[src/rtl/sfi_pkg.sv]
// Shared types and constants for the SFI commit-record rewrite stream.
package sfi_pkg;
  localparam int          SFI_W     = 64;
  localparam int          SFI_CNT_W = 32;
  localparam int          OP_LSB    = 26;
  localparam int          OP_SB     = 40;
  localparam int          OP_SW     = 43;
  localparam logic [63:0] MASK_RST  = 64'h00FF_FFFF_FFFF_FFFF;
  localparam logic [63:0] TAG_RST   = 64'hA200_0000_0000_0000;

  localparam logic [1:0] CFG_MASK = 2'd0;
  localparam logic [1:0] CFG_TAG  = 2'd1;
  localparam logic [1:0] CFG_CTRL = 2'd2;

  typedef enum logic [1:0] {
    ST_DISABLED = 2'd0,
    ST_ACTIVE   = 2'd1,
    ST_DRAIN    = 2'd2
  } state_e;
endpackage

[src/rtl/sfi_stream_ctrl_rewrite.sv]
// Combinational store detect, sandbox rewrite and out-of-sandbox check.
module sfi_rewrite #(
  parameter int W      = 64,
  parameter int OP_LSB = 26,
  parameter int OP_SB  = 40,
  parameter int OP_SW  = 43
) (
  input  logic [W-1:0] rec,
  input  logic [W-1:0] mask,
  input  logic [W-1:0] tag,
  output logic         is_st,
  output logic [W-1:0] rw_data,
  output logic         viol
);
  localparam logic [5:0] SB = OP_SB[5:0];
  localparam logic [5:0] SW = OP_SW[5:0];

  logic [5:0] op;

  assign op      = rec[OP_LSB+5:OP_LSB];
  assign is_st   = (op == SB) || (op == SW);
  assign rw_data = (rec & mask) | tag;
  // Address bits outside the sandbox must already equal the tag.
  assign viol    = (rec & ~mask) != tag;
endmodule

[src/rtl/sfi_stream_ctrl.sv]
// SFI stream controller: config regs, enable/drain FSM, one-stage pipe, stats.
module sfi_stream_ctrl
  import sfi_pkg::*;
#(
  parameter int          W        = sfi_pkg::SFI_W,
  parameter int          CNT_W    = sfi_pkg::SFI_CNT_W,
  parameter logic [63:0] MASK_INIT = sfi_pkg::MASK_RST,
  parameter logic [63:0] TAG_INIT  = sfi_pkg::TAG_RST
) (
  input  logic             clk,
  input  logic             rst,
  input  logic             in_valid,
  output logic             in_ready,
  input  logic [W-1:0]     in_data,
  output logic             out_valid,
  input  logic             out_ready,
  output logic [W-1:0]     out_data,
  input  logic             cfg_we,
  input  logic [1:0]       cfg_addr,
  input  logic [W-1:0]     cfg_wdata,
  output logic             cfg_err,
  output logic [1:0]       state_o,
  output logic [CNT_W-1:0] rewrite_cnt,
  output logic [CNT_W-1:0] viol_cnt
);
  state_e           state_q, state_d;
  logic             pv_q, pv_d;
  logic [W-1:0]     pd_q, pd_d;
  logic [W-1:0]     mask_q, mask_d, tag_q, tag_d;
  logic [CNT_W-1:0] rw_cnt_q, rw_cnt_d, viol_cnt_q, viol_cnt_d;
  logic             cfg_err_q, cfg_err_d;

  logic         is_st, viol, xfer, do_rw, ctrl_wr;
  logic [W-1:0] rw_data;

  sfi_rewrite #(.W(W), .OP_LSB(OP_LSB), .OP_SB(OP_SB), .OP_SW(OP_SW)) u_rw (
    .rec(in_data), .mask(mask_q), .tag(tag_q),
    .is_st(is_st), .rw_data(rw_data), .viol(viol)
  );

  assign in_ready = (state_q != ST_DRAIN) && (!pv_q || out_ready);
  assign xfer     = in_valid && in_ready;
  assign do_rw    = xfer && is_st && (state_q == ST_ACTIVE);
  assign ctrl_wr  = cfg_we && (cfg_addr == CFG_CTRL);

  assign out_valid   = pv_q;
  assign out_data    = pd_q;
  assign cfg_err     = cfg_err_q;
  assign state_o     = state_q;
  assign rewrite_cnt = rw_cnt_q;
  assign viol_cnt    = viol_cnt_q;

  always_comb begin
    pv_d = pv_q;
    pd_d = pd_q;
    if (xfer) begin
      pv_d = 1'b1;
      pd_d = do_rw ? rw_data : in_data;
    end else if (out_ready) begin
      pv_d = 1'b0;
    end

    rw_cnt_d   = rw_cnt_q;
    viol_cnt_d = viol_cnt_q;
    if (do_rw) begin
      if (rw_cnt_q != '1) rw_cnt_d = rw_cnt_q + 1'b1;
      if (viol && viol_cnt_q != '1) viol_cnt_d = viol_cnt_q + 1'b1;
    end
    // Clear overrides any increment from a capture in the same cycle.
    if (ctrl_wr && cfg_wdata[1]) begin
      rw_cnt_d   = '0;
      viol_cnt_d = '0;
    end

    mask_d    = mask_q;
    tag_d     = tag_q;
    cfg_err_d = 1'b0;
    if (cfg_we) begin
      case (cfg_addr)
        CFG_MASK: if (state_q == ST_DISABLED) mask_d = cfg_wdata; else cfg_err_d = 1'b1;
        CFG_TAG:  if (state_q == ST_DISABLED) tag_d  = cfg_wdata; else cfg_err_d = 1'b1;
        CFG_CTRL: ;
        default:  cfg_err_d = 1'b1;
      endcase
    end

    state_d = state_q;
    case (state_q)
      ST_DISABLED: if (ctrl_wr && cfg_wdata[0])  state_d = ST_ACTIVE;
      ST_ACTIVE:   if (ctrl_wr && !cfg_wdata[0]) state_d = ST_DRAIN;
      ST_DRAIN: begin
        if (ctrl_wr && cfg_wdata[0]) state_d = ST_ACTIVE;
        else if (!pv_q)              state_d = ST_DISABLED;
      end
      default: state_d = ST_DISABLED;
    endcase
  end

  always_ff @(posedge clk or posedge rst) begin
    if (rst) begin
      state_q    <= ST_DISABLED;
      pv_q       <= 1'b0;
      pd_q       <= '0;
      mask_q     <= MASK_INIT[W-1:0];
      tag_q      <= TAG_INIT[W-1:0];
      rw_cnt_q   <= '0;
      viol_cnt_q <= '0;
      cfg_err_q  <= 1'b0;
    end else begin
      state_q    <= state_d;
      pv_q       <= pv_d;
      pd_q       <= pd_d;
      mask_q     <= mask_d;
      tag_q      <= tag_d;
      rw_cnt_q   <= rw_cnt_d;
      viol_cnt_q <= viol_cnt_d;
      cfg_err_q  <= cfg_err_d;
    end
  end
endmodule

[config.mk]
export PLATFORM = sky130hd
export DESIGN_NAME = sfi_stream_ctrl
export DESIGN_NICKNAME = d
export VERILOG_FILES = /design/src/rtl/sfi_pkg.sv /design/src/rtl/sfi_stream_ctrl_rewrite.sv /design/src/rtl/sfi_stream_ctrl.sv
export SDC_FILE = /design/constraint.sdc
export NUM_CORES = 1
export LEC_CHECK = 0
export ABC_CLOCK_PERIOD_IN_PS = 7800
export CORE_MARGIN = 3
export CORE_UTILIZATION = 47
export DETAILED_ROUTE_END_ITERATION = 7
export PLACE_DENSITY_LB_ADDON = 0.12
export SYNTH_ARGS = -nofsm -noshare
export SYNTH_HDL_FRONTEND = slang
export SYNTH_HIERARCHICAL = 1
export SYNTH_SLANG_ARGS = --single-unit
[constraint.sdc]
create_clock -name clk -period 7.8 [get_ports clk]
set_input_delay 1.17 -clock clk [delete_from_list [all_inputs] [get_ports clk]]
set_output_delay 1.17 -clock clk [all_outputs]
set_load 0.05 [all_outputs]
### Word-level counts from Yosys, hierarchy flattened

Index checks and enable logic that the tools add are counted.

| operators by class | value |
|---|---|
| bitwise gates (word level) | 4 |
| $add $sub $neg | 2 |
| muxes and demuxes | 17 |
| equality and inequality tests | 13 |
| reductions and logical operators | 25 |

Operators with widths:

| operator | number |
|---|---|
| 32-bit 2-to-1 mux | 6 |
| 64-bit AND | 2 |
| 32-bit by 1-bit adder with 32-bit output, second input constant | 2 |
| 64-bit 2-to-1 mux | 1 |
| 32-bit inequality test, second input constant | 2 |
| 64-bit inequality test | 1 |
| 64-bit inverter | 1 |
| 64-bit bitwise OR | 1 |
| 6-bit == test, second input constant | 2 |
| 1-bit logical AND | 9 |
| 3-bit AND reduction | 3 |
| 2-bit 2-to-1 mux | 4 |
| 2-bit nonzero test | 4 |
| 2-bit one-hot mux with 3 select lines | 1 |
| 2-bit by 1-bit == test with 1-bit output, second input constant | 2 |
| 2-bit == test, second input constant | 2 |
| 2-bit logical NOT | 2 |
| 1-bit 2-to-1 mux | 4 |
| 2-bit by 1-bit inequality test with 1-bit output, second input constant | 2 |
| 2-bit AND reduction | 2 |
| 3-bit inequality test, second input constant | 1 |
| 1-bit logical NOT | 2 |
| 1-bit logical OR | 2 |
| 2-bit inequality test, second input constant | 1 |
| 2 further kinds | 2 |

| storage, ports and cells | value |
|---|---|
| output and inout port bits | 133 |
| bits in registers | 260 |
| logic and storage cells | 69 |
| input bits | 135 |

### Depth between registers and ports, before layout

Gate-level depths: netlist of run 1.

| depth | value |
|---|---|
| depth after elaboration | 8 |
| depth in mapped cells | 12 |
| gate-level depth less buffers | 10 |

### Modules after synthesis

Netlist of run 1, hierarchy kept.

By module, submodules not included:

| module | cells each | seq. area each (µm²) | area each (µm²) | times used |
|---|---|---|---|---|
| sfi_stream_ctrl | 976 | 6580.1 | 11491.0 | 1 |
| sfi_rewrite | 216 | 0.0 | 1747.9 | 1 |

### Worst setup path before layout of run 1

Ideal clock, no wire load.

| timing | value |
|---|---|
| path type | input -> output |
| start | input port out_ready |
| end | output port in_ready |
| setup slack | 4.722 ns |
| buffers on the path | 0 |
| arrival time | 1.908 ns |
| data required time | 6.630 ns |
| stages | 2 |
| path through | nor2b_1 nor2_1 |

| on the way | value |
|---|---|
| cells in the longest elaborated chain, start to end | 2 |

Ends and longest elaborated chain:

| what | RTL line | text |
|---|---|---|
| start: declaration | sfi_stream_ctrl.sv:16 | `input logic out_ready,` |
| 1-bit logical OR | sfi_stream_ctrl.sv:41 | `assign in_ready = (state_q != ST_DRAIN) && (!pv_q \|\| out_ready);` |
| 1-bit logical AND | sfi_stream_ctrl.sv:41 |  |
| end: declaration | sfi_stream_ctrl.sv:13 | `output logic in_ready,` |

No other way between the ends.

### Final worst setup path of run 1

Same ends and word-level chain as after synthesis.

==> results by group, run 1 <==
Clock tree
  • Num CTS Buffers: 29
  • CTS tree: yes
  • Max clock buf depth: 3
  • Clock root cell: clkbuf_16
  • Post-CTS sizing: 0
  • CTS Sinks: 260
  • Clock slew at reported path FFs: 60 ps
  • Setup Fix Bufs, Post-CTS: 0
  • H-tree levels: 1
  • Worst-Skew Late Latency: 540 ps
  • Hold-fix buffers, CTS: 0

Yosys
  • Distinct cell type count after synthesis: 55
  • Net count after synthesis: 1329
  • Post-synth EDFFs: 0
  • Seq/Total Area, Yosys: 0.4970
  • Top cell type's share of synthesized area: 0.3799
  • Synth area leaders: dfrtp_1 38%, dfstp_2 12%, mux2_2 11%
  • Mapped Cells: 1192
  • Predominant post-synthesis flop cell: dfrtp_1
  • Synth Area per Inst: 11.11 um2
  • Fraction of registers with async set/reset: 1.000
  • Yosys reg bits: 260
  • Synth warn: 6
  • Synthesized area: 13240 um2
  • Cell taking the most area after synthesis: dfrtp_1

Placement
  • PortBufs: 267
  • Dpl ws: 3451 ps
  • Gpl congestion: 0.8596
  • HPWL Detailed: 23.76 mm

Critical path
  • Critical Path Source Type: input port
  • Worst r2r dst: viol_cnt[30]
  • Reg2reg start: mask_q[22]
  • Reg-to-reg slack, setup: 4660 ps
  • Worst setup EP type: primary output
  • Critical path data required time: 6630 ps
  • Crit path DAT: 2840 ps
  • Critical path cell sequence: clkdlybuf4s50_1 -> nor2b_1 -> nor2_1 -> clkdlybuf4s50_1
  • R2R depth: 10
  • Worst path most repeated cell: clkdlybuf4s50_1
  • Crit path kind: input port to primary output
  • Crit path max fanout: 2
  • Slowest CP cell: clkdlybuf4s50_1
  • Crit-path max cell delay: 860 ps

Floorplanning
  • Die X: 173.8 um
  • Die ar.: 30220 um2
  • Boundary Pins: 268
  • Starting Density: 0.4845
  • Placeable Area: 27330 um2
  • Chip height: 173.8 um
  • Rows: 60

STA
  • Fin crit share: 0.5136
  • Setup Skew: 8.877 ps
  • Tmin final: 4006 ps
  • Final Hold Vio Count: 0
  • WHS: 476.8 ps
  • RSZ-0062 raised after global routing: false
  • Worst slew pin tran: 995.6 ps
  • Final setup viols: 0
  • Worst Slack Setup Final: 3794 ps
  • Peak Freq: 249.6 MHz
  • Final number of max-transition violations: 0
  • Max transition margin: 0.3362
  • Final setup TNS: 0 ps

Detailed routing
  • Wirelength, routed: 33.99 mm
  • Number of iterations in the first detailed-routing pass: 6
  • Routed vias/inst: 5.494
  • DR DRC count: 0
  • Detailed-route via count: 10140
  • Routed len/inst: 18.42 um
  • Initial drt markers: 607
  • Post-DRT Antenna Nets: 0

Power and ir drop
  • Clock power frac: 0.284
  • Design Power: 4.771 mW
  • Pint: 3.288 mW
  • Combinational fraction of design power: 0.281
  • Leakage: 7.366 nW
  • Sw frac: 0.3108
  • Reg power frac: 0.435
  • VDD IR max: 152.1 uV
  • Sw Pwr: 1.482 mW
  • Power per cell area: 276.8 nW/um2

Cells and area
  • Commonest non-fill, non-tap cell in the layout: clkdlybuf4s50_1
  • Final nets: 1587
  • Most frequent cells in the layout: 267 x clkdlybuf4s50_1, 201 x dfrtp_1, 128 x mux2_2, 111 x nand2_1, 91 x o21ai_0
  • Fillcell total: 2304
  • Layout area overhead: 30.19%
  • Share of cells above drive strength 1: 0.1970

Worst hold path
  • Hold Path Sink: out_data[19]
  • HP Start: out_data[19]
  • Hold Crit Depth: 2
  • Min-delay worst type: flop to flop

GRT
  • First-pass GRT wire length: 54.41 mm
  • Vias in the first global route: 10070
  • Initial antenna violation count: 8
  • Pin count of the biggest net entering global routing: 135
  • Gr usage total: 0.2207
  • Total gr overflow: 0

Run status
  • Status: finished, final reports clean

Flow run
  • Max-cap viol count: 0
## sequential cells by signal, indices dropped and copies added, names as in the netlist
| name | count |
|---|---|
| cfg_err | 1 |
| mask_q | 64 |
| out_data | 64 |
| out_valid | 1 |
| rewrite_cnt | 32 |
| state_o | 2 |
| tag_q | 64 |
| viol_cnt | 32 |
## routing by layer
layer / GRT usage / vias to the layer above / routed length, um
li1: - / 4809 / -
met5: 0 / - / 79
met2: 0.3868 / 269 / 16790
met1: 0.2795 / 4994 / 14270
met4: 0.04290 / 14 / 601
met3: 0.05410 / 51 / 2245
## how the worst max path moves through the flow
stage	from	to	slack, ps	cells after the start
5_1_grt	out_ready	in_ready	3730	4
3_5_place_dp	in_data[22]	viol_cnt[30]	3450	11
2_1_floorplan	rst	cfg_err	3250	1
3_3_place_gp	in_data[22]	viol_cnt[30]	3490	11
6_report	out_ready	in_ready	3790	4
4_1_cts	out_ready	in_ready	3800	4
## cell type report
class                      count  area (um2)  area share
clock inverter                10       100.1    0.005808
sequential                   260        6580      0.3818
timing repair buffer         277        2760      0.1601
inverter                       8       33.78    0.001960
tap                          372       465.4     0.02701
clock buffer                  43       848.3     0.04922
antenna                        1       2.502   0.0001452
multi-input combinational    874        6445      0.3739
## power by group through the flow
stage / clock (mW) / combinational [mW] / sequential, mW
floorplan: 0 / 0.760 / 2.24
global placement: 0 / 1.34 / 2.08
detailed placement: 0 / 1.36 / 2.10
CTS: 1.38 / 1.37 / 2.08
global route: 1.44 / 1.45 / 2.13
finish: 1.35 / 1.34 / 2.08
## metrics by stage
stage / utilization / instance area, um2 / cells
floorplan: - / 13240 / 1192
global placement: 0.5959 / 16280 / 1791
detailed placement: 0.5959 / 16280 / 1791
CTS: 0.6306 / 17230 / 1844
global route: 0.6307 / 17240 / 1845
finish: 0.6307 / 17240 / 1845
## critical path, delay by kind of cell
kind	cells	cell delay (ps)
AND/OR/NAND/NOR	2	320
buffers and inverters	2	1340
## logic make-up (layout without fill, tap and decap cells)
kind of cell | count (synthesis) | in the layout | share of synthesized area
buffers and inverters | 58 | 338 | 0.01871
XOR/XNOR | 73 | 73 | 0.05283
multiplexers | 194 | 194 | 0.1588
adder cells (fa/ha/maj) | 2 | 2 | 0.001890
other | 0 | 1 | 0
AO/OA/AOI/OAI | 242 | 242 | 0.1153
flip-flops | 260 | 260 | 0.4970
AND/OR/NAND/NOR | 363 | 363 | 0.1555
## synth_stat cells, drive strengths merged (8+ instances only)
master  count
and3       11
nand3      25
o31ai      17
nor4        8
mux2      128
nor2b      68
or3        31
inv         8
nand2     113
xnor2      67
dfstp      59
or4        18
buf        14
nand4      34
a21o       64
clkbuf     36
mux2i      66
a21oi      47
nor2       28
dfrtp     201
o21ai      99
and4        8
No activity file was read; power rests on OpenSTA's default activity.
==> inputs of run 2 (changes only) <==
- ABC_CLOCK_PERIOD_IN_PS: 7800 -> 3350
- clock period: 7.8 -> 3.35 ns (I/O delays scaled with it)
==> results by group, run 2 (synthesis gave the netlist of run 1 again) <==
Run status
  • Status: finished, final reports clean

Clock tree
  • Hold-fix buffers, CTS: 0
  • H-tree levels: 1
  • Post-CTS sizing: 0
  • Worst-Skew Late Latency: 550 ps
  • Clock root cell: clkbuf_16
  • Max clock buf depth: 3
  • Num CTS Buffers: 30
  • CTS Sinks: 260
  • CTS tree: yes
  • Setup Fix Bufs, Post-CTS: 0
  • Clock slew at reported path FFs: 60 ps

Floorplanning
  • Chip height: 173.8 um
  • Rows: 60
  • Die ar.: 30220 um2
  • Boundary Pins: 268
  • Placeable Area: 27330 um2
  • Starting Density: 0.4845
  • Die X: 173.8 um

GRT
  • Pin count of the biggest net entering global routing: 86
  • Total gr overflow: 0
  • Gr usage total: 0.2239
  • Initial antenna violation count: 4
  • Vias in the first global route: 10310
  • First-pass GRT wire length: 55.21 mm

Detailed routing
  • Wirelength, routed: 34.32 mm
  • Post-DRT Antenna Nets: 0
  • Detailed-route via count: 10130
  • Routed vias/inst: 5.431
  • DR DRC count: 0
  • Initial drt markers: 608
  • Number of iterations in the first detailed-routing pass: 5
  • Routed len/inst: 18.40 um

Power and ir drop
  • Leakage: 7.491 nW
  • VDD IR max: 548.9 uV
  • Reg power frac: 0.429
  • Power per cell area: 645.9 nW/um2
  • Pint: 7.796 mW
  • Clock power frac: 0.293
  • Sw frac: 0.3100
  • Combinational fraction of design power: 0.279
  • Sw Pwr: 3.503 mW

Placement
  • PortBufs: 267
  • HPWL Detailed: 24.45 mm
  • Gpl congestion: 0.8229
  • Placed Cells incl. Taps: 1806

Cells and area
  • Most frequent cells in the layout: 267 x clkdlybuf4s50_1, 201 x dfrtp_1, 128 x mux2_2, 111 x nand2_1, 91 x o21ai_0
  • Fillcell total: 2218
  • Commonest non-fill, non-tap cell in the layout: clkdlybuf4s50_1
  • Multi-input logic area: 6445 um2
  • Share of cells above drive strength 1: 0.2054
  • Layout area overhead: 32.13%
  • Final nets: 1603
  • Fin cells: 1865
  • Reg area: 6580 um2

STA
  • Final setup TNS: 0 ps
  • Tmin final: 3046 ps
  • RSZ-0062 raised after global routing: false
  • Final setup viols: 0
  • Setup Skew: 15.43 ps
  • Final Hold Vio Count: 0
  • Max transition margin: 0.2026
  • Worst slew pin tran: 1189 ps
  • Peak Freq: 328.3 MHz
  • Final number of max-transition violations: 0
  • Fin crit share: 0.9093

Critical path
  • Reg-to-reg slack, setup: 300 ps
  • Crit path from: mask_q[22]
  • Crit path max fanout: 13
  • Crit path kind: flop to flop
  • Worst setup EP type: flop
  • Reg2reg start: mask_q[22]
  • Critical Path Source Type: flop
  • Crit path DAT: 3510 ps
  • Critical path data required time: 3810 ps

Flow run
  • Max-cap viol count: 0

Worst hold path
  • Min-delay worst type: input port to asynchronous set/reset pin
[run 2: metal layers]
layer	GRT usage	vias to the layer above	routed length, um
li1	-	4855	-
met1	0.2783	4953	14150
met2	0.3890	260	16940
met3	0.06461	54	2452
met4	0.04759	6	727
met5	0	-	41
[run 2: power by group through the flow]
stage | registers (mW) | logic (mW) | clock network, mW
2_1_floorplan | 5.21 | 1.77 | 0
3_3_place_gp | 4.84 | 3.14 | 0
3_5_place_dp | 4.90 | 3.18 | 0
4_1_cts | 4.85 | 3.20 | 3.39
5_1_grt | 4.97 | 3.40 | 3.53
6_report | 4.84 | 3.15 | 3.31
[run 2: cell type report]
cell class,count,share of cell area
tap,372,0.02661
multi-input combinational,874,0.3684
clock inverter,4,0.003576
timing repair buffer,292,0.1678
clock buffer,52,0.05507
inverter,8,0.001931
sequential,260,0.3762
antenna,3,0.0004292
[run 2: worst max-delay path, stage by stage (launching register included)]
cell and delay [ps]:
dfstp_2 540, nor2b_1 50, xnor2_1 240, nand4_1 210, nor4_1 90, nand4_1 180
nand2_1 90, nor3_2 490, o2111ai_2 410, or4_1 500, a21oi_1 150
[run 2: worst paths after layout]
| kind | to | depth (start not counted) |
|---|---|---|
| min in group clk | out_data[19] | 2 |
| max in group asynchronous | mask_q[5] | 3 |
| max reg2reg | viol_cnt[30] | 10 |
| min | out_data[25] | 2 |
| min reg2reg | out_data[19] | 2 |
| max | viol_cnt[30] | 10 |
[run 2: stage by stage]
| step | hold WS [ps] | setup WS, ps | instance area (um2) | power (mW) | util |
|---|---|---|---|---|---|
| after global placement | 460.5 | -236.9 | 16460 | 7.986 | 0.6023 |
| final | 282.5 | 303.9 | 17490 | 11.30 | 0.6402 |
| after CTS | 268.9 | 255.9 | 17490 | 11.44 | 0.6399 |
| after detailed placement | 469.3 | -255.4 | 16460 | 8.076 | 0.6023 |
| after global routing | 277.8 | 111.0 | 17490 | 11.90 | 0.6400 |
| after floorplan | 504.5 | -531.9 | 13240 | 6.975 | - |
